[src/rtl/csa_pkg.sv]
// rtl/csa_pkg.sv - shared types and sizing helpers for the carry-save accumulator
// Contents: FSM state enum, accumulator/chunk sizing functions, chunk-fit check.
package csa_pkg;

    typedef enum logic [1:0] {
        ST_ACCUM   = 2'd0,
        ST_RESOLVE = 2'd1,
        ST_DONE    = 2'd2
    } csa_state_e;

    function automatic int acc_width(input int width, input int guard);
        return width + guard;
    endfunction

    function automatic int num_chunks(input int acc_w, input int chunk);
        return acc_w / chunk;
    endfunction

    // The chunked carry-propagate pass needs the accumulator to split evenly.
    function automatic bit chunk_fits(input int acc_w, input int chunk);
        return (chunk > 0) && ((acc_w % chunk) == 0);
    endfunction

endpackage

[src/rtl/csa_compress_3to2.sv]
// rtl/csa_compress_3to2.sv - bitwise 3:2 carry-save compressor
// Ports: a, b, c (W-bit addends) -> sum (a^b^c), carry (majority << 1, bit 0 zero).
module csa_compress_3to2 #(
    parameter int W = 72
) (
    input  logic [W-1:0] a,
    input  logic [W-1:0] b,
    input  logic [W-1:0] c,
    output logic [W-1:0] sum,
    output logic [W-1:0] carry
);

    logic [W-1:0] maj;

    assign sum   = a ^ b ^ c;
    assign maj   = (a & b) | (a & c) | (b & c);
    // Carry out of bit i weighs 2^(i+1); the top carry falls off (modulo 2^W).
    assign carry = {maj[W-2:0], 1'b0};

endmodule

[src/rtl/csa_accumulator.sv]
// rtl/csa_accumulator.sv - multi-operand carry-save accumulator with chunked final add
// Ports: clk, rst_n (async, active low), clr (frame abort while accumulating),
//        in_valid/in_ready/in_data/in_last (operand stream),
//        out_valid/out_ready/out_sum/out_count (frame result).
module csa_accumulator
    import csa_pkg::*;
#(
    parameter int WIDTH = 64,
    parameter int GUARD = 8,
    parameter int CHUNK = 8,
    parameter int CNT_W = 16
) (
    input  logic                   clk,
    input  logic                   rst_n,
    input  logic                   clr,
    input  logic                   in_valid,
    output logic                   in_ready,
    input  logic [WIDTH-1:0]       in_data,
    input  logic                   in_last,
    output logic                   out_valid,
    input  logic                   out_ready,
    output logic [WIDTH+GUARD-1:0] out_sum,
    output logic [CNT_W-1:0]       out_count
);

    localparam int ACC_W  = acc_width(WIDTH, GUARD);
    localparam int NCHUNK = num_chunks(ACC_W, CHUNK);
    localparam int KW     = (NCHUNK > 1) ? $clog2(NCHUNK) : 1;

    if (!chunk_fits(ACC_W, CHUNK)) begin : g_chunk_check
        $error("csa_accumulator: accumulator width must be a multiple of CHUNK");
    end

    csa_state_e       state;
    logic [ACC_W-1:0] s_q;
    logic [ACC_W-1:0] c_q;
    logic [ACC_W-1:0] s_nxt;
    logic [ACC_W-1:0] c_nxt;
    logic [ACC_W-1:0] x_ext;
    logic [KW-1:0]    k_q;
    logic             cy_q;
    logic             accept;
    logic [CHUNK-1:0] s_chunk;
    logic [CHUNK-1:0] c_chunk;
    logic [CHUNK:0]   chunk_sum;

    assign in_ready = (state == ST_ACCUM) && !clr;
    assign accept   = in_valid && in_ready;
    assign x_ext    = ACC_W'(in_data);

    csa_compress_3to2 #(
        .W(ACC_W)
    ) u_compress (
        .a     (s_q),
        .b     (c_q),
        .c     (x_ext),
        .sum   (s_nxt),
        .carry (c_nxt)
    );

    // One chunk of the final ripple add per cycle; carry chains between chunks via cy_q.
    assign s_chunk   = s_q[k_q*CHUNK +: CHUNK];
    assign c_chunk   = c_q[k_q*CHUNK +: CHUNK];
    assign chunk_sum = {1'b0, s_chunk} + {1'b0, c_chunk} + {{CHUNK{1'b0}}, cy_q};

    always_ff @(posedge clk or negedge rst_n) begin
        if (!rst_n) begin
            state     <= ST_ACCUM;
            s_q       <= '0;
            c_q       <= '0;
            k_q       <= '0;
            cy_q      <= 1'b0;
            out_sum   <= '0;
            out_count <= '0;
            out_valid <= 1'b0;
        end else begin
            case (state)
                ST_ACCUM: begin
                    if (clr) begin
                        s_q       <= '0;
                        c_q       <= '0;
                        out_count <= '0;
                    end else if (accept) begin
                        s_q <= s_nxt;
                        c_q <= c_nxt;
                        if (out_count != {CNT_W{1'b1}}) begin
                            out_count <= out_count + CNT_W'(1);
                        end
                        if (in_last) begin
                            state <= ST_RESOLVE;
                            k_q   <= '0;
                            cy_q  <= 1'b0;
                        end
                    end
                end
                ST_RESOLVE: begin
                    out_sum[k_q*CHUNK +: CHUNK] <= chunk_sum[CHUNK-1:0];
                    cy_q <= chunk_sum[CHUNK];
                    if (k_q == KW'(NCHUNK - 1)) begin
                        // Final carry out of the top chunk is dropped: result wraps.
                        state     <= ST_DONE;
                        out_valid <= 1'b1;
                        k_q       <= '0;
                    end else begin
                        k_q <= k_q + KW'(1);
                    end
                end
                ST_DONE: begin
                    if (out_ready) begin
                        out_valid <= 1'b0;
                        s_q       <= '0;
                        c_q       <= '0;
                        out_count <= '0;
                        state     <= ST_ACCUM;
                    end
                end
                default: begin
                    state <= ST_ACCUM;
                end
            endcase
        end
    end

endmodule

[config.mk]
export PLATFORM = sky130hd
export DESIGN_NAME = csa_accumulator
export DESIGN_NICKNAME = d
export VERILOG_FILES = /design/src/rtl/csa_pkg.sv /design/src/rtl/csa_compress_3to2.sv /design/src/rtl/csa_accumulator.sv
export SDC_FILE = /design/constraint.sdc
export NUM_CORES = 1
export LEC_CHECK = 0
export CORE_ASPECT_RATIO = 0.75
export CORE_MARGIN = 2
export CORE_UTILIZATION = 60
export DETAILED_ROUTE_END_ITERATION = 6
export PLACE_DENSITY = 0.95
export SYNTH_ARGS = -nofsm -noshare
export SYNTH_HDL_FRONTEND = slang
export SYNTH_SLANG_ARGS = --single-unit
export TNS_END_PERCENT = 10
[constraint.sdc]
create_clock -name clk -period 6.3 [get_ports clk]
set_input_delay 1.575 -clock clk [delete_from_list [all_inputs] [get_ports clk]]
set_output_delay 1.575 -clock clk [all_outputs]
set_load 0.01 [all_outputs]
# Word-level counts from Yosys, hierarchy flattened
# Cells that the tools add are included.
[word_totals]
register_bits = 240
latchBits = 0
ramBits = 0
rom_bits = 0
input_bits = 70
out_inout_bits = 90
wordCells = 78
memories = 0
[classes]
addsub = 5
multipliers = 0
n_div = 0
n_lt_le_gt_ge = 0
n_eq_ne = 11
n_shift = 4
muxes = 31
bitwise = 7
reduce_logical = 12
[ops]
columns = ["cell", "count"]
rows = [
  ["72-bit two-way mux", 5],
  ["72-bit one-hot mux with 2 select lines", 2],
  ["72-bit by 8-bit indexed part select with 8-bit output", 2],
  ["71-bit by 64-bit bitwise AND with 71-bit output", 2],
  ["71-bit OR", 2],
  ["72-bit bitwise mux", 1],
  ["8-bit by 34-bit variable shift with 72-bit output, first input constant", 1],
  ["8-bit by 34-bit indexed part select with 72-bit output", 1],
  ["72-bit by 64-bit bitwise XOR with 72-bit output", 1],
  ["72-bit bitwise XOR", 1],
  ["71-bit bitwise AND", 1],
  ["16-bit two-way mux", 4],
  ["7-bit negation with 34-bit output", 1],
  ["16-bit one-hot mux with 2 select lines", 1],
  ["16-bit by 1-bit adder with 16-bit output, second input constant", 1],
  ["4-bit two-way mux", 4],
  ["16-bit inequality test, second input constant", 1],
  ["2-bit two-way mux", 5],
  ["2-bit inequality test, second input constant", 5],
  ["8-bit by 8-bit adder with 9-bit output", 1],
  ["9-bit by 1-bit adder with 9-bit output", 1],
  ["4-bit one-hot mux with 2 select lines", 1],
  ["4-bit AND reduction", 2],
  ["2-bit one-hot mux with 3 select lines", 1],
  ["other kinds (14)", 23],
]

# Longest topological paths before layout
# Gate-level depths: netlist of the first run.
[depth]
word_depth = 6
mapped_depth = 15
depth_no_buf = 13

# Hierarchy
# A second synthesis of the first run with hierarchy kept.
[unflattened]
hier_cells = 1196
hier_area_um2 = 12768.5
[modules_own_cells]
columns = ["mod", "instances", "cells_each", "area_per_inst_um2", "seq_area_each_um2"]
rows = [
  ["csa_accumulator", 1, 1122, 11312.1, 6005.8],
  ["csa_compress_3to2", 1, 74, 1456.4, 0.0],
]

# Least setup slack after synthesis of the first run
# Ideal clock, no wire load.
[synth_path]
path_type = "register to register"
from = "reg k_q[0]"
to = "reg out_sum[14]"
setup_ns = 0.156
arrival_time_ns = 3.402
required_time_ns = 6.144
path_slack_ns = 2.742
path_stages_with_launch = 15
n_path_buf = 3
period_less_slack_ns = 3.558
path_cell_list = "dfrtp_1 -> buf_2 -> buf_2 -> buf_4 -> mux4_2 -> nand2_1 -> a31oi_1 -> fa_1 -> inv_1 -> fa_1 -> nor2b_1 -> o31a_1 -> or4_1 -> o311ai_1 -> o31ai_1"
[synth_between]
elab_chain_cells = 5
word_cells_on_any_way = 8
classes_between = "3 x add/sub; 4 x shift; 1 x mux"
[synth_lines]
columns = ["item", "line_no", "rtl"]
rows = [
  ["start, declared", "csa_accumulator.sv:40", "logic [KW-1:0] k_q;"],
  ["start signal, assigned", "csa_accumulator.sv:105", "k_q <= k_q + KW'(1);"],
  ["72-bit by 8-bit indexed part select with 8-bit output, on equally long branches", "csa_accumulator.sv:62, csa_accumulator.sv:63", ""],
  ["8-bit by 8-bit adder with 9-bit output", "csa_accumulator.sv:64", "assign chunk_sum = {1'b0, s_chunk} + {1'b0, c_chunk} + {{CHUNK{1'b0}}, cy_q};"],
  ["9-bit by 1-bit adder with 9-bit output", "csa_accumulator.sv:64", ""],
  ["8-bit by 34-bit indexed part select with 72-bit output", "csa_accumulator.sv:97", "out_sum[k_q*CHUNK +: CHUNK] <= chunk_sum[CHUNK-1:0];"],
  ["72-bit bitwise mux *", "csa_accumulator.sv:97", ""],
  ["end signal, assigned by index", "csa_accumulator.sv:97", ""],
  ["end, declared", "csa_accumulator.sv:22", "output logic [WIDTH+GUARD-1:0] out_sum,"],
]
# Mark *: on every way between the ends. The rest lies on a longest branch, timed or not.
# A chain may end at the register's enable or synchronous reset.

# Worst setup path after layout of the first run
[layout_path]
from = "in clr"
to = "out in_ready"
[layout_between]
elab_chain_cells = 2
[layout_lines]
columns = ["item", "line_no", "rtl"]
rows = [
  ["start, declared", "csa_accumulator.sv:15", "input logic clr,"],
  ["1-bit logical NOT", "csa_accumulator.sv:47", "assign in_ready = (state == ST_ACCUM) && !clr;"],
  ["1-bit logical AND", "csa_accumulator.sv:47", ""],
  ["end, declared", "csa_accumulator.sv:17", "output logic in_ready,"],
]
# No other way between the ends.

==> out/qor.txt, run 1 <==
Critical path class: input port to primary output
DPL Wire Length: 23000 µm
Hold path cells: 2
Reg2reg end: out_sum[23]
Syn avg cell area: 9.86 µm²
Worst min-delay path category: flip-flop to flip-flop
GR Overflow Total: 0
Clk_skew: 12.2 ps
WL final: 34300 µm
Sw frac: 0.421
Die W: 171 µm
Reg2Reg Launch Point: k_q[0]
Number of global-route vias before repair: 10400
R2r setup slk: 1880 ps
Synth Cell Area: 12500 µm²
First-pass detailed-route iteration total: 6
Yosys cell types: 54
# DRC: 0
Slew Viols, Final: 0
Crit-path cells: clkdlybuf4s50_1 > nor3_2 > clkdlybuf4s50_1
Syn nets: 1421
Least-Margin Pin Slew: 1380 ps
Hold_sp: out_sum[26]
Critical path's slowest cell: clkdlybuf4s50_1
Final Hold Fails: 0
EDFF count, synth: 0
Crit-path most repeated cell: clkdlybuf4s50_1
Fin crit period: 4710 ps
CTS tree: done
Peak supply drop: 0.257 mV
Avg WL per Cell: 20.5 µm
CTS-repair resized insts: 0
# hold bufs at CTS: 0
Largest net degree at the start of global routing: 147
Clk sinks: 239
Main synth FF type: dfrtp_1
Final #Nets: 1534
I/O Buffers: 159
Tot GR Track Use: 0.319
Relative slew slack: 0.0782
DR iter-0 viols: 1570
Comb pwr share: 0.421
Clock transition at path regs: 60 ps
Crit share post-route: 0.747
Crit. End Element: primary output
Crit path launch type: input port
Initial antenna violation count: 0
IO Pins: 160
Placed inst area: 14200 µm²
Worst Path Arrival: 3130 ps
Core Region: 20300 µm²
Num rows: 45
#FFs+latches synth: 239
Via density: 6.34
Clk Latency, worst-skew pair: 520 ps
Gpl congestion: 0.892
Fin Setup TNS: 0 ps
Max Freq: 212 MHz
P_sw: 0.00284 W
Mapped Cells: 1267
Layout cells sized above 1: 0.0668
Via Count: 10600
CP Max Fanout: 7
Critical Path RT: 4720 ps
Async set or reset register ratio after synthesis: 1.00
Syn-to-layout area delta: 19.5%
# fillers: 1238
Root buf cell: clkbuf_16
Ant. Diodes: 0
Worst hold slack: 485 ps
Internal power: 0.00390 W
CP max stage delay: 610 ps
Pwr Total: 0.00674 W
CTS Buf Count: 25
Seq/Total Area, Yosys: 0.479
Routed Antenna Nets: 0
Outcome: complete, no violations
Most frequent cells in the layout: nand2_1, dfrtp_1, clkdlybuf4s50_1
Synth Warn #: 0
Starting Density: 0.615
Leading cell type in the layout, fill and taps excluded: nand2_1
Leakage power: 7.06 nW
First-pass GRT wire length: 54600 µm
Die ar.: 22000 µm²
Die height: 129 µm
Clock share of power: 0.200
Final setup fails: 0
PwrDens: 451 nW/µm²
Max Cap Viol: 0
CTS max path bufs: 3
Worst Hold End: out_sum[26]
Post-CTS Repair Setup Buffers: 0
H-tree levels: 1
Seq pwr share: 0.379
Post-route cell area: 14900 µm²
R2r worst-path depth: 11
Unrepaired setup endpoints after global routing: no
==> power by group through the flow <==
stage,clock [W],combinational (W),sequential [W]
floorplan,0,0.00182,0.00238
CTS,0.00135,0.00279,0.00254
global route,0.00141,0.00308,0.00262
finish,0.00135,0.00284,0.00256
global placement,0,0.00258,0.00251
detailed placement,0,0.00274,0.00256
==> cell families (layout without fill, tap and decap cells) <==
kind of cell | Yosys count | in the layout | synth area share
AND/OR/NAND/NOR | 637 | 637 | 0.220
flip-flops | 239 | 239 | 0.479
AO/OA/AOI/OAI | 160 | 160 | 0.0748
buffers and inverters | 97 | 223 | 0.0326
adder cells (fa/ha/maj) | 84 | 84 | 0.123
XOR/XNOR | 8 | 8 | 0.00561
multiplexers | 42 | 42 | 0.0655
==> how the worst max path moves through the flow <==
stage,from,slack (ps),endpoint
6_report,clr,1590,in_ready
2_1_floorplan,k_q[0],2740,out_sum[14]
3_5_place_dp,clr,1660,in_ready
3_3_place_gp,clr,1710,in_ready
4_1_cts,clr,1610,in_ready
5_1_grt,clr,1520,in_ready
==> final cells by class <==
cell class / count / area (µm²) / share of cell area
clock buffers: 34 / 679 / 0.0455
inverters: 16 / 60.1 / 0.00402
repair buffers: 167 / 1690 / 0.114
well taps: 282 / 353 / 0.0236
flip-flops and latches: 239 / 5980 / 0.401
multi-input cells: 931 / 6120 / 0.410
clock inverters: 6 / 36.3 / 0.00243
==> metrics by stage <==
| step | setup WS [ps] | std cells | util |
|---|---|---|---|
| floorplan | 2740 | 1267 | - |
| global placement | 1710 | 1635 | 0.699 |
| detailed placement | 1660 | 1635 | 0.699 |
| CTS | 1610 | 1675 | 0.734 |
| global route | 1520 | 1675 | 0.734 |
| finish | 1590 | 1675 | 0.734 |
==> critical path, delay by kind of cell <==
family / cells / cell delay (ps)
and+or+nand+nor: 1 / 360
buffers and inverters: 2 / 1200
==> flip-flops by register name, indices dropped and copies added, names as in the netlist <==
| register | cells |
|---|---|
| c_q | 71 |
| cy_q | 1 |
| k_q | 4 |
| out_count | 16 |
| out_sum | 72 |
| out_valid | 1 |
| s_q | 72 |
| state | 2 |
==> Yosys cell counts (3+ instances only) <==
| cell | instances | area share |
|---|---|---|
| nand2b_1 | 5 | 0.0025 |
| or3_1 | 7 | 0.0035 |
| buf_1 | 7 | 0.0021 |
| mux2_1 | 3 | 0.0027 |
| nand2_1 | 415 | 0.12 |
| buf_2 | 29 | 0.012 |
| and4_1 | 3 | 0.0021 |
| and3_1 | 6 | 0.0030 |
| nand4_1 | 7 | 0.0035 |
| inv_1 | 12 | 0.0036 |
| o31ai_1 | 15 | 0.0090 |
| o22a_1 | 3 | 0.0021 |
| a31oi_1 | 16 | 0.0080 |
| ha_1 | 19 | 0.019 |
| and2_1 | 6 | 0.0030 |
| xnor2_1 | 6 | 0.0042 |
| nor2_1 | 18 | 0.0054 |
| o21ai_1 | 45 | 0.018 |
| mux4_2 | 31 | 0.056 |
| clkbuf_1 | 43 | 0.013 |
| nand3_1 | 151 | 0.060 |
| nor3_1 | 5 | 0.0020 |
| or4_1 | 3 | 0.0018 |
| or2_2 | 3 | 0.0015 |
| mux2_2 | 5 | 0.0045 |
| mux2i_1 | 3 | 0.0024 |
| inv_2 | 4 | 0.0012 |
| o21ai_0 | 31 | 0.012 |
| fa_1 | 65 | 0.10 |
| dfrtp_1 | 239 | 0.48 |
| a21oi_1 | 29 | 0.012 |
==> routing by layer <==
layer	track usage	wire, µm	vias up
met3	0.0578	3300	139
met1	0.440	13100	5227
met4	0.134	1570	0
met5	0	0	-
li1	-	-	4536
met2	0.510	16300	712
Power figures use the tool's default switching activity.
==> inputs of run 2 (changes only) <==
- CORE_UTILIZATION: 60 -> 56
- PLACE_DENSITY: 0.95 -> 0.93
- clock period: 6.3 -> 4.55 ns (I/O delays scaled with it)
==> run 2 against run 1 <==
Compared with the run above: the run now ends with DRC left; count of clock-buffer cells in the layout up 3; critical path depth up 8; design area up 1.4%; wire length up 1.8%; hold slack worse by 2.0 ps; via count down 0.42%; total power up 42%; largest cell class unchanged; largest power group unchanged.
==> out/qor.txt, run 2 (synthesized netlist as in run 1, its figures left out) <==
Die ar.: 23500 µm² (+6.9%)
Most frequent cells in the layout: nand2_1, dfrtp_1, clkdlybuf4s50_1
Root buf cell: clkbuf_16
Failing checks: DRC
Gpl congestion: 0.905 (+1.4%)
# hold bufs at CTS: 0 (unchanged)
Fin Setup TNS: 0 ps (unchanged)
CTS max path bufs: 3 (unchanged)
Clk sinks: 239 (unchanged)
Routed Antenna Nets: 0 (unchanged)
Largest net degree at the start of global routing: 148 (+0.68%)
Post-route cell area: 15100 µm² (+1.4%)
Leading cell type in the layout, fill and taps excluded: nand2_1
Avg WL per Cell: 20.5 µm (+0.27%)
Worst hold slack: 483 ps (-2.05 ps)
Syn-to-layout area delta: 21.2%
First-pass detailed-route iteration total: 7 (+1)
Num rows: 47 (+4.4%)
Via Count: 10600 (-0.42%)
Number of global-route vias before repair: 10500 (+0.60%)
Max Cap Viol: 0 (unchanged)
PwrDens: 630 nW/µm² (+40%)
Final Hold Fails: 0 (unchanged)
Worst min-delay path category: flip-flop to flip-flop
Tot GR Track Use: 0.306 (-0.0134)
Final #Nets: 1543 (+0.59%)
DPL Wire Length: 24000 µm (+4.2%)
CTS Buf Count: 24 (-4.0%)
Sw frac: 0.416 (-0.00520)
Final setup fails: 0 (unchanged)
Max Freq: 247 MHz
Routing usage on met1: 0.424 (-0.0161)
CP Max Fanout: 28 (+21)
WL final: 34900 µm (+1.8%)
Die W: 176 µm (+3.4%)
Initial antenna violation count: 0 (unchanged)
CTS tree: done
Biggest registers after layout: out_sum (72), s_q (72), c_q (71)
CP max stage delay: 800 ps (+190 ps)
Peak supply drop: 0.322 mV (+25%)
Crit. End Element: flip-flop
Internal power: 0.00557 W (+43%)
H-tree levels: 1 (unchanged)
Met2 GRT Util: 0.483 (-0.0274)
R2r setup slk: 510 ps (-1370 ps)
Fin crit period: 4040 ps
Least-Margin Pin Slew: 1090 ps (-296 ps)
Critical path class: flip-flop to flip-flop
Grt peak-use layer: met2
Relative slew slack: 0.274 (+0.195)
GR Overflow Total: 0 (unchanged)
Pwr Total: 0.00954 W (+42%)
Slew Viols, Final: 0 (unchanged)
Ant. Diodes: 0 (unchanged)
P_sw: 0.00397 W (+40%)
Outcome: complete, but fails checks
IO Pins: 160 (unchanged)
Top Family by Delay on Critical Path: compound AO/OA/AOI/OAI gates
Placed inst area: 14300 µm² (+0.81%)
Clock share of power: 0.212 (+0.012)
Core Region: 22000 µm² (+8.2%)
Leakage power: 7.17 nW (+1.6%)
Unrepaired setup endpoints after global routing: no
Clock transition at path regs: 70 ps (about the same)
Post-CTS Repair Setup Buffers: 0 (unchanged)
Die height: 133 µm (+3.4%)
Clk Latency, worst-skew pair: 530 ps (about the same)
M3 GR Usage: 0.0702 (+0.0124)
First-pass GRT wire length: 56600 µm (+3.7%)
I/O Buffers: 159 (unchanged)
CTS-repair resized insts: 0 (unchanged)
Worst Path Arrival: 4400 ps (+1270 ps)
Comb pwr share: 0.420 (about the same)
Crit path launch type: flip-flop
CP Buf/Inv Count: 2 (unchanged)
Final core utilization: 0.688 (-0.0458)
# DRC: 7 (+7)
Via density: 6.21 (-1.9%)
Starting Density: 0.568 (-0.0466)
Crit-path cells: buf_4 > mux4_2 > mux2i_1 > o22a_1 > inv_2 > ha_1 > a211oi_1 > o21ai_1 > o22ai_1 > xnor2_1 > o31ai_1
Layout cells sized above 1: 0.0782 (+0.0114)
Seq pwr share: 0.368 (-0.011)
DR iter-0 viols: 1379 (-12%)
Critical Path RT: 4910 ps (+190 ps)
Crit share post-route: 0.888
Critical path's slowest cell: dfrtp_2
Clk_skew: 12.2 ps (-0.00860 ps)
-- run 2: metrics by stage --
step,worst slack [ps],std cells
final,509,1701
after global routing,270,1701
after CTS,535,1701
after detailed placement,581,1657
after global placement,767,1657
after floorplan,992,1267
-- run 2: area by class of cell --
class,count,area (µm²)
repair buffers,177,1790
well taps,294,368
clock inverters,7,77.6
multi-input cells,931,6120
inverters,16,60.1
fillers,1496,6850
clock buffers,37,739
flip-flops and latches,239,5980
-- run 2: metal layers --
metal,up-vias,share of wire
met5,-,0
met4,0,0.036
met3,99,0.11
met2,719,0.47
met1,5200,0.38
li1,4551,-
-- run 2: final timing paths --
path / startpoint / endpoint / depth (start not counted)
worst max-delay path: k_q[0] / out_sum[31] / 11
worst min-delay path: out_sum[39] / out_sum[39] / 2
worst max register to register: k_q[0] / out_sum[31] / 11
worst min register to register: out_sum[39] / out_sum[39] / 2
max in group asynchronous: rst_n / s_q[62] / 2
min in group asynchronous: rst_n / out_count[11] / 1
-- run 2: power by group through the flow --
stage | sequential, W | combinational (W) | clock (W)
4_1_cts | 0.00349 | 0.00396 | 0.00204
2_1_floorplan | 0.00329 | 0.00251 | 0
6_report | 0.00351 | 0.00400 | 0.00202
5_1_grt | 0.00359 | 0.00438 | 0.00213
3_5_place_dp | 0.00351 | 0.00388 | 0
3_3_place_gp | 0.00346 | 0.00364 | 0
-- run 2: tightest hold or removal path, delay by kind of cell, from the launching register on --
family / cells / cell delay (ps)
AO/OA/AOI/OAI: 1 / 60
AND/OR/NAND/NOR: 1 / 50
flip-flops: 1 / 340
==> inputs of run 3 (changes only) <==
- CORE_UTILIZATION: 56 -> 58
- CTS_BUF_LIST: not set -> sky130_fd_sc_hd__clkbuf_4 sky130_fd_sc_hd__clkbuf_8
- MAX_ROUTING_LAYER: not set -> met4
- PLACE_DENSITY: 0.93 -> 0.95
==> run 3 against run 2 <==
Compared with the run above: sequential power hardly changed; sequential share of layout area grew 0.16 points; largest power group unchanged; count of clock-buffer cells in the layout up 23; worst setup slack better by 6.0 ps; clock power down 2%; the run still ends with DRC left; global-route usage increased by 1.2 points; core utilization rose by 2.5 points.
==> out/qor.txt, run 3 (synthesized netlist as in run 1, its figures left out) <==
Initial antenna violation count: 0 (unchanged)
Post-CTS Repair Setup Buffers: 0 (unchanged)
R2r worst-path depth: 11 (unchanged)
Via density: 6.25 (+0.54%)
Crit path launch type: flip-flop
Unrepaired setup endpoints after global routing: no
Core Region: 21100 µm² (-4.0%)
First-pass GRT wire length: 56000 µm (-1.1%)
First-pass detailed-route iteration total: 7 (unchanged)
Fin crit period: 4040 ps (-5.98 ps)
Pwr Total: 0.00947 W (-0.70%)
Syn-to-layout area delta: 20.7%
Max Freq: 248 MHz (+0.15%)
Clock transition at path regs: 60 ps (about the same)
Routed Antenna Nets: 0 (unchanged)
CTS max path bufs: 3 (unchanged)
Largest net degree at the start of global routing: 149 (+0.68%)
CP Buf/Inv Count: 2 (unchanged)
Final #Nets: 1553 (+0.65%)
Finished Layout Cells: 1712 (+0.65%)
# hold bufs at CTS: 0 (unchanged)
Peak supply drop: 0.298 mV (-7.5%)
# DRC: 1 (-6)
Levels on crit path: 11 (unchanged)
CTS tree: done
Crit-path cells: buf_4 > mux4_2 > mux2i_1 > o22a_1 > inv_2 > ha_1 > a211oi_1 > o21ai_1 > o22ai_1 > xnor2_1 > o31ai_1
Place WS: 757 ps (+176 ps)
Most frequent cells in the layout: nand2_1, dfrtp_1, clkdlybuf4s50_1
Critical Path RT: 4940 ps (+30 ps)
Clk sinks: 239 (unchanged)
Cells after DPL: 1647 (-0.60%)
Final setup fails: 0 (unchanged)
Starting Density: 0.591 (+0.0234)
GR Overflow Total: 0 (unchanged)
DPL Wire Length: 24200 µm (+0.90%)
Slew Viols, Final: 0 (unchanged)
H-tree levels: 2 (+1)
Top Family by Delay on Critical Path: compound AO/OA/AOI/OAI gates
CP max stage delay: 740 ps (-60 ps)
Die ar.: 22700 µm² (-3.4%)
Die height: 131 µm (-1.7%)
Leading cell type in the layout, fill and taps excluded: nand2_1
Relative slew slack: 0.387 (+0.113)
Number of global-route vias before repair: 10600 (+1.1%)
I/O Buffers: 159 (unchanged)
Clk_skew: 24.6 ps (+12.5 ps)
Leakage power: 7.17 nW (about the same)
Tot GR Track Use: 0.318 (+0.0124)
Final WS setup: 515 ps (+5.98 ps)
Outcome: complete, but fails checks
IO Pins: 160 (unchanged)
Final Hold Fails: 0 (unchanged)
Num rows: 46 (-2.1%)
Biggest registers after layout: out_sum (72), s_q (72), c_q (71)
Crit. End Element: flip-flop
CP Max Fanout: 25 (-11%)
Avg WL per Cell: 20.3 µm (-1.2%)
PwrDens: 628 nW/µm² (-0.30%)
Fin Setup TNS: 0 ps (unchanged)
Gpl congestion: 0.931 (+2.8%)
Via Count: 10700 (+1.2%)
CTS-repair resized insts: 0 (unchanged)
Least-Margin Pin Slew: 913 ps (-174 ps)
Clk Latency, worst-skew pair: 550 ps (+20 ps)
DR iter-0 viols: 1478 (+7.2%)
Ant. Diodes: 0 (unchanged)
Root buf cell: clkbuf_8
WL final: 34700 µm (-0.53%)
Layout cells sized above 1: 0.0920 (+0.0138)
Max Cap Viol: 0 (unchanged)
Worst min-delay path category: flip-flop to flip-flop
CTS Buf Count: 38 (+58%)
Critical path's slowest cell: xnor2_1
Critical path class: flip-flop to flip-flop
Failing checks: DRC
Worst Path Arrival: 4430 ps (+30 ps)
Die W: 173 µm (-1.7%)
Hold path cells: 2 (unchanged)
Crit share post-route: 0.887 (-0.00131)
run 3: changes by cell type in the layout (fill, tap and decap cells not counted), sizes merged:
cell	change
clkinvlp	-1
clkbuf	+23
buf	-4
clkinv	-3
inv	+2
run 3: through the flow:
stage,hold slack (ps),util,instance area (µm²)
global placement,462,0.676,14300
floorplan,457,-,12500
CTS,488,0.714,15100
detailed placement,469,0.676,14300
finish,486,0.714,15100
global route,512,0.714,15100
run 3: worst reg2reg max path, cell delays in order, from the launching register on:
cell      delay (ps)
dfrtp_2          700
buf_4            390
mux4_2           580
mux2i_1          230
o22a_1           270
inv_2             40
ha_1             290
a211oi_1          70
o21ai_1          260
o22ai_1          140
xnor2_1          740
o31ai_1          170
run 3: where the power goes:
part           switching [W]  internal, W
Combinational        0.00237      0.00164
Sequential          0.000749      0.00274
Clock               0.000873      0.00110
run 3: final timing paths:
check | start | to | slack [ps]
setup / recovery | k_q[0] | out_sum[47] | 510
hold / removal | out_sum[69] | out_sum[69] | 490
setup reg to reg | k_q[0] | out_sum[47] | 510
hold reg to reg | out_sum[69] | out_sum[69] | 490
max in group asynchronous | rst_n | out_count[14] | 2930
min in group asynchronous | rst_n | out_count[6] | 620
run 3: metal layers:
| layer | wire, µm | global-route usage | share of wire |
|---|---|---|---|
| met3 | 3840 | 0.0671 | 0.11 |
| met5 | 0 | - | 0 |
| met4 | 1370 | 0.121 | 0.039 |
| met1 | 13000 | 0.418 | 0.38 |
| met2 | 16500 | 0.495 | 0.47 |
run 3: cell type report:
type / instances / area [µm²]
clock buffer: 60 / 744
clock inverter: 5 / 61.3
fill: 1371 / 6040
inverter: 16 / 60.1
multi-input combinational: 931 / 6120
sequential: 239 / 5980
tap: 288 / 360
timing repair buffer: 173 / 1750
==> RTL edit 1: new RTL, settings of run 3 <==
Set the parameter `WIDTH` to 128 (it was 64).
--- a/src/rtl/csa_accumulator.sv
+++ b/src/rtl/csa_accumulator.sv
@@ -7,3 +7,3 @@
 #(
-    parameter int WIDTH = 64,
+    parameter int WIDTH = 128,
     parameter int GUARD = 8,
Interface: changed (resized in_data and out_sum); port bits go from 160 to 288. The function was not compared with the original's and may differ.
==> RTL edit 1 against run 3 <==
- critical endpoint is now out_sum[103]
- synthesized cell count is 69% higher
- non-clock buffer count grew 147
- worst setup slack got worse by 320 ps
- sequential cell count up 193
- fmax decreased by 7.3%
- highest routed layer unchanged
- global-route usage is 4.2 points higher
- power rose by 93%
- area after synthesis rose by 80%
- wire length grew 98%
- design area rose by 80%
- critical path type unchanged
- via count rose by 76%
==> RTL edit 1: results (changes against run 3) <==
register area share after synthesis=48.1% (was 47.9%); Synth top cells by count=nand2_1 (665), dfrtp_1 (432), nand3_1 (288), fa_1 (129), o21ai_0 (94) (was nand2_1 (415), dfrtp_1 (239), nand3_1 (151), fa_1 (65), o21ai_1 (45)); reg2reg path depth=10 (was 11); antenna violations before repair=1 (was 0); Yosys cell types=63 (was 54); R2R Path End=out_sum[103] (was out_sum[47]); outcome=finished, final reports clean (was finished, violations left); Compound-Gate Fraction of Synth Area=5.81% (was 7.48%); ratio of cells with drive above 1 in the final layout=11.9% (was 9.20%); RePlAce Congestion=0.954 (was 0.931); first-pass GRT wire length=108000 um (was 56000 um); met1 usage=47.7% (was 41.8%); GRT met3 Usage=9.37% (was 6.71%); Fmax=230 MHz (was 248 MHz); crit path max fanout=38 (was 25); Static Leak=13.0 nW (was 7.17 nW); Worst Tran Pin Value=1280 ps (was 913 ps); syn nets=2429 (was 1421); area share of fa/ha/maj cells after synthesis=12.6% (was 12.3%); synth top area cells=dfrtp_1 (48%), fa_1 (11%), nand2_1 (11%) (was dfrtp_1 (48%), nand2_1 (12%), fa_1 (10%)); via count=18800 (was 10700); biggest regs=out_sum: 136 flops, s_q: 136 flops, c_q: 135 flops (was out_sum: 72 flops, s_q: 72 flops, c_q: 71 flops); xor and xnor area share after synthesis=0.429% (was 0.561%); Worst Hold Class=input port to asynchronous set/reset pin (was register to register); cts bufs inserted=69 (was 38); WL/cell=23.2 um (was 20.3 um); Clock Sinks=432 (was 239); Layout fillers=2423 (was 1371); worst clock skew=45.8 ps (was 24.6 ps)
-- RTL edit 1: cell count changes after synthesis, moves of 29 or more --
cell and change:
o21ai_1 -43, dfrtp_1 +193, o21ai_0 +63, nand2_1 +250
buf_2 +31, fa_1 +64, clkbuf_1 +29, nand3_1 +137
mux2_2 +45, mux4_2 +32
-- RTL edit 1: metrics by stage --
step	hold WS, ps	total power, mW	cell area, um2	cells
floorplan	457	11.0	22500	2146
global placement	457	13.8	25800	2835
detailed placement	465	14.3	25800	2835
CTS	483	18.0	27200	2954
global route	508	19.2	27200	2955
finish	473	18.2	27200	2955
-- RTL edit 1: cell families (layout without fill, tap and decap cells) --
group,count (synthesis),count (layout)
buffers and inverters,156,452
muxes,133,133
adders and majority gates,149,149
and+or+nand+nor,1059,1059
AOI/OAI and AO/OA,206,206
DFF,432,432
xor gates and xnor gates,11,11
other,0,1
-- RTL edit 1: layout make-up --
class / instances / area (um2) / share of cell area, %
antenna: 1 / 2.50 / 0.00920
clock inverter: 12 / 124 / 0.455
sequential: 432 / 10800 / 39.7
inverter: 13 / 48.8 / 0.179
tap: 512 / 641 / 2.35
timing repair buffer: 320 / 3280 / 12.0
clock buffer: 107 / 1320 / 4.86
multi-input combinational: 1558 / 11000 / 40.4
-- RTL edit 1: metal layers --
metal,vias to the layer above,part of all wire [%]
met2,1357,46
met4,0,5.2
met1,9348,37
li1,7828,-
met3,316,12
met5,-,0
-- RTL edit 1: worst min path at each step --
stage / endpoint / cells after the start / from / slack (ps)
floorplan: s_q[135] / 1 / s_q[135] / 460
global placement: out_sum[100] / 2 / out_sum[100] / 460
detailed placement: out_sum[132] / 1 / out_sum[132] / 460
CTS: out_sum[131] / 2 / out_sum[131] / 480
global route: out_sum[127] / 2 / out_sum[127] / 510
finish: s_q[95] / 1 / rst_n / 470
-- RTL edit 1: worst max-delay path: stages, from the launching register on --
cell and delay, ps:
dfrtp_4 810, buf_4 410, mux4_2 540, mux2i_1 410
o211ai_1 170, ha_1 400, o211ai_1 130, o21bai_1 390
nand4b_1 210, o211a_1 360, o21ai_0 380
-- RTL edit 1: power breakdown --
| part | switching, mW | leakage, nW | internal, mW | total [mW] |
|---|---|---|---|---|
| Sequential | 1.50 | 5.84 | 5.10 | 6.60 |
| Combinational | 4.77 | 6.42 | 3.28 | 8.05 |
| Clock | 1.63 | 0.760 | 1.96 | 3.60 |
| Total | 7.91 | 13.0 | 10.3 | 18.2 |
==> RTL edit 2: new RTL, flow settings as in run 3 <==
Without the edit above. Re-encode `csa_state_e` (3 states) as one-hot, 3 bits wide.
--- a/src/rtl/csa_pkg.sv
+++ b/src/rtl/csa_pkg.sv
@@ -4,6 +4,6 @@
 
-    typedef enum logic [1:0] {
-        ST_ACCUM   = 2'd0,
-        ST_RESOLVE = 2'd1,
-        ST_DONE    = 2'd2
+    typedef enum logic [2:0] {
+        ST_ACCUM   = 3'b001,
+        ST_RESOLVE = 3'b010,
+        ST_DONE    = 3'b100
     } csa_state_e;
Formal check against the unedited RTL: no difference found for any inputs over 4 cycles, from zero or initial values and one cycle with rst_n low; so few cycles prove little.
==> RTL edit 2 against run 3 <==
- worst setup slack got worse by 91 ps
- sequential cell count rose by 1
- design area rose by 1.6%
- critical endpoint is now out_sum[62]
- combinational power fell by 50%
- power fell by 27%
- wire length rose by 0.65%
- final cell count fell by 0.18%
- area after synthesis rose by 2.1%
==> RTL edit 2: results (changes against run 3) <==
dpl cells=1646 (was 1647); CTS resizes=0 (unchanged); biggest regs=out_sum: 72 flops, s_q: 72 flops, c_q: 71 flops (unchanged); RePlAce Congestion=0.997 (was 0.931); drt via density=6.23 (was 6.25); slew margin rel.=34.6% (was 38.7%); fin nets=1552 (was 1553); post-CTS setup buffers=0 (unchanged); Clock Latency Late Sink=approximately 540 ps; Worst Hold Class=register to register (unchanged); Syn Area/Cell=10.1 um2 (was 9.86 um2); DRT Pass-1 Iters=6 (was 7); ys flop type=dfrtp_1 (unchanged); CTS root buf=clkbuf_8 (unchanged); CTS H-Tree Depth=2 (unchanged); Synthesis Warnings=0 (unchanged); Detail Route met2 WL=16300 um (was 16500 um); worst clock skew=17.6 ps (was 24.6 ps); Yosys cell types=56 (was 54); gr usage total=31.9% (was 31.8%); DR WL met3=4150 um (was 3840 um); Critical Path Max Stage Delay=750 ps; slowest CP cell=dfrtp_2 (was xnor2_1); met1 WL=13600 um (was 13000 um); worst vdd ir=0.251 mV (was 0.298 mV); largest net degree at the start of global routing=145 (was 149); cts bufs inserted=38 (unchanged); I/O Buffers=159 (unchanged); CTS clk-pin slew, worst paths=70 ps; delay-heaviest family, CP=compound AO/OA/AOI/OAI gates (unchanged); number of global-route vias before repair=10100 (was 10600); register area share after synthesis=47.1% (was 47.9%); Initial DRC Count=1350 (was 1478); Synth top cells by count=nand2_1 (356), dfrtp_1 (239), nand3_1 (179), fa_1 (65), o21ai_0 (51) (was nand2_1 (415), dfrtp_1 (239), nand3_1 (151), fa_1 (65), o21ai_1 (45)); # DRC=0 (was 1); Async S/R FF share, synth=100% (unchanged); DP HPWL=24700 um (was 24200 um); synth top area cells=dfrtp_1 (47%), nand2_1 (10%), fa_1 (10%) (was dfrtp_1 (48%), nand2_1 (12%), fa_1 (10%)); crit path max fanout=22 (was 25); WP data arrival=4580 ps (was 4430 ps); Static Leak=7.17 nW (about the same); highest routed layer=met4 (unchanged); WL final=34900 um (was 34700 um); syn nets=1417 (was 1421); antenna violations before repair=0 (unchanged); first-pass GRT wire length=56400 um (was 56000 um); outcome=finished, final reports clean (was finished, violations left); ratio of cells with drive above 1 in the final layout=10.5% (was 9.20%); WL/cell=20.4 um (was 20.3 um); clk buf depth=3 (unchanged); number of diodes=0 (unchanged)
-- RTL edit 2: changes by cell type after synthesis, sizes merged, moves of 8 or more --
cell and change:
mux2 +14, nand3 +28, a21oi -18, mux2i +18
a31oi -11, o21ai +19, nor2 +13, nand2 -59
o31ai -8
-- RTL edit 2: tightest hold or removal path, delay by kind of cell, from the launching register on --
| family | cells | cell delay [ps] |
|---|---|---|
| compound gates | 1 | 60 |
| flops | 1 | 340 |
| simple gates | 1 | 40 |
-- RTL edit 2: report_power, final --
group / leakage, nW / internal (mW) / switching [mW]
sequential: 3.26 / 2.48 / 0.496
clock: 0.413 / 1.04 / 0.853
combinational: 3.49 / 0.848 / 1.17
-- RTL edit 2: path summary, 6_finish.rpt --
check	startpoint	end	slack, ps	cells after the start
setup reg to reg	k_q[0]	out_sum[62]	420	10
setup / recovery	k_q[0]	out_sum[62]	420	10
hold reg to reg	out_sum[63]	out_sum[63]	480	2
hold / removal	out_sum[63]	out_sum[63]	480	2
min in group asynchronous	rst_n	out_count[9]	630	1
max in group asynchronous	rst_n	c_q[51]	2900	2
-- RTL edit 2: area by class of cell --
| type | count | area, um2 |
|---|---|---|
| clock buffer | 58 | 742 |
| clock inverter | 5 | 28.8 |
| fill | 1390 | 6030 |
| inverter | 16 | 60.1 |
| multi-input combinational | 925 | 6340 |
| sequential | 240 | 6010 |
| tap | 288 | 360 |
| timing repair buffer | 177 | 1780 |
-- RTL edit 2: cells by family (layout without fill, tap and decap cells) --
kind of cell	after synthesis	in the layout	share of synthesized area, %
buf+inv	98	256	3.30
flops	240	240	47.1
simple gates	624	624	21.7
fa+ha+maj	84	84	12.1
mux	74	74	9.06
xor+xnor	3	3	0.206
compound gates	140	140	6.52
-- RTL edit 2: routing by layer --
layer | global-route usage (%) | vias to the layer above
li1 | - | 4592
met1 | 44.4 | 5198
met5 | - | -
met2 | 47.7 | 759
met3 | 7.13 | 98
met4 | 9.44 | 0
-- RTL edit 2: stage by stage --
step	hold WS, ps	setup WS, ps	utilization [%]	cell area, um2
5_1_grt	505	156	71.8	15300
2_1_floorplan	454	940	-	12800
3_5_place_dp	470	451	68.2	14600
6_report	479	424	71.8	15300
3_3_place_gp	462	578	68.2	14600
4_1_cts	484	427	71.8	15300
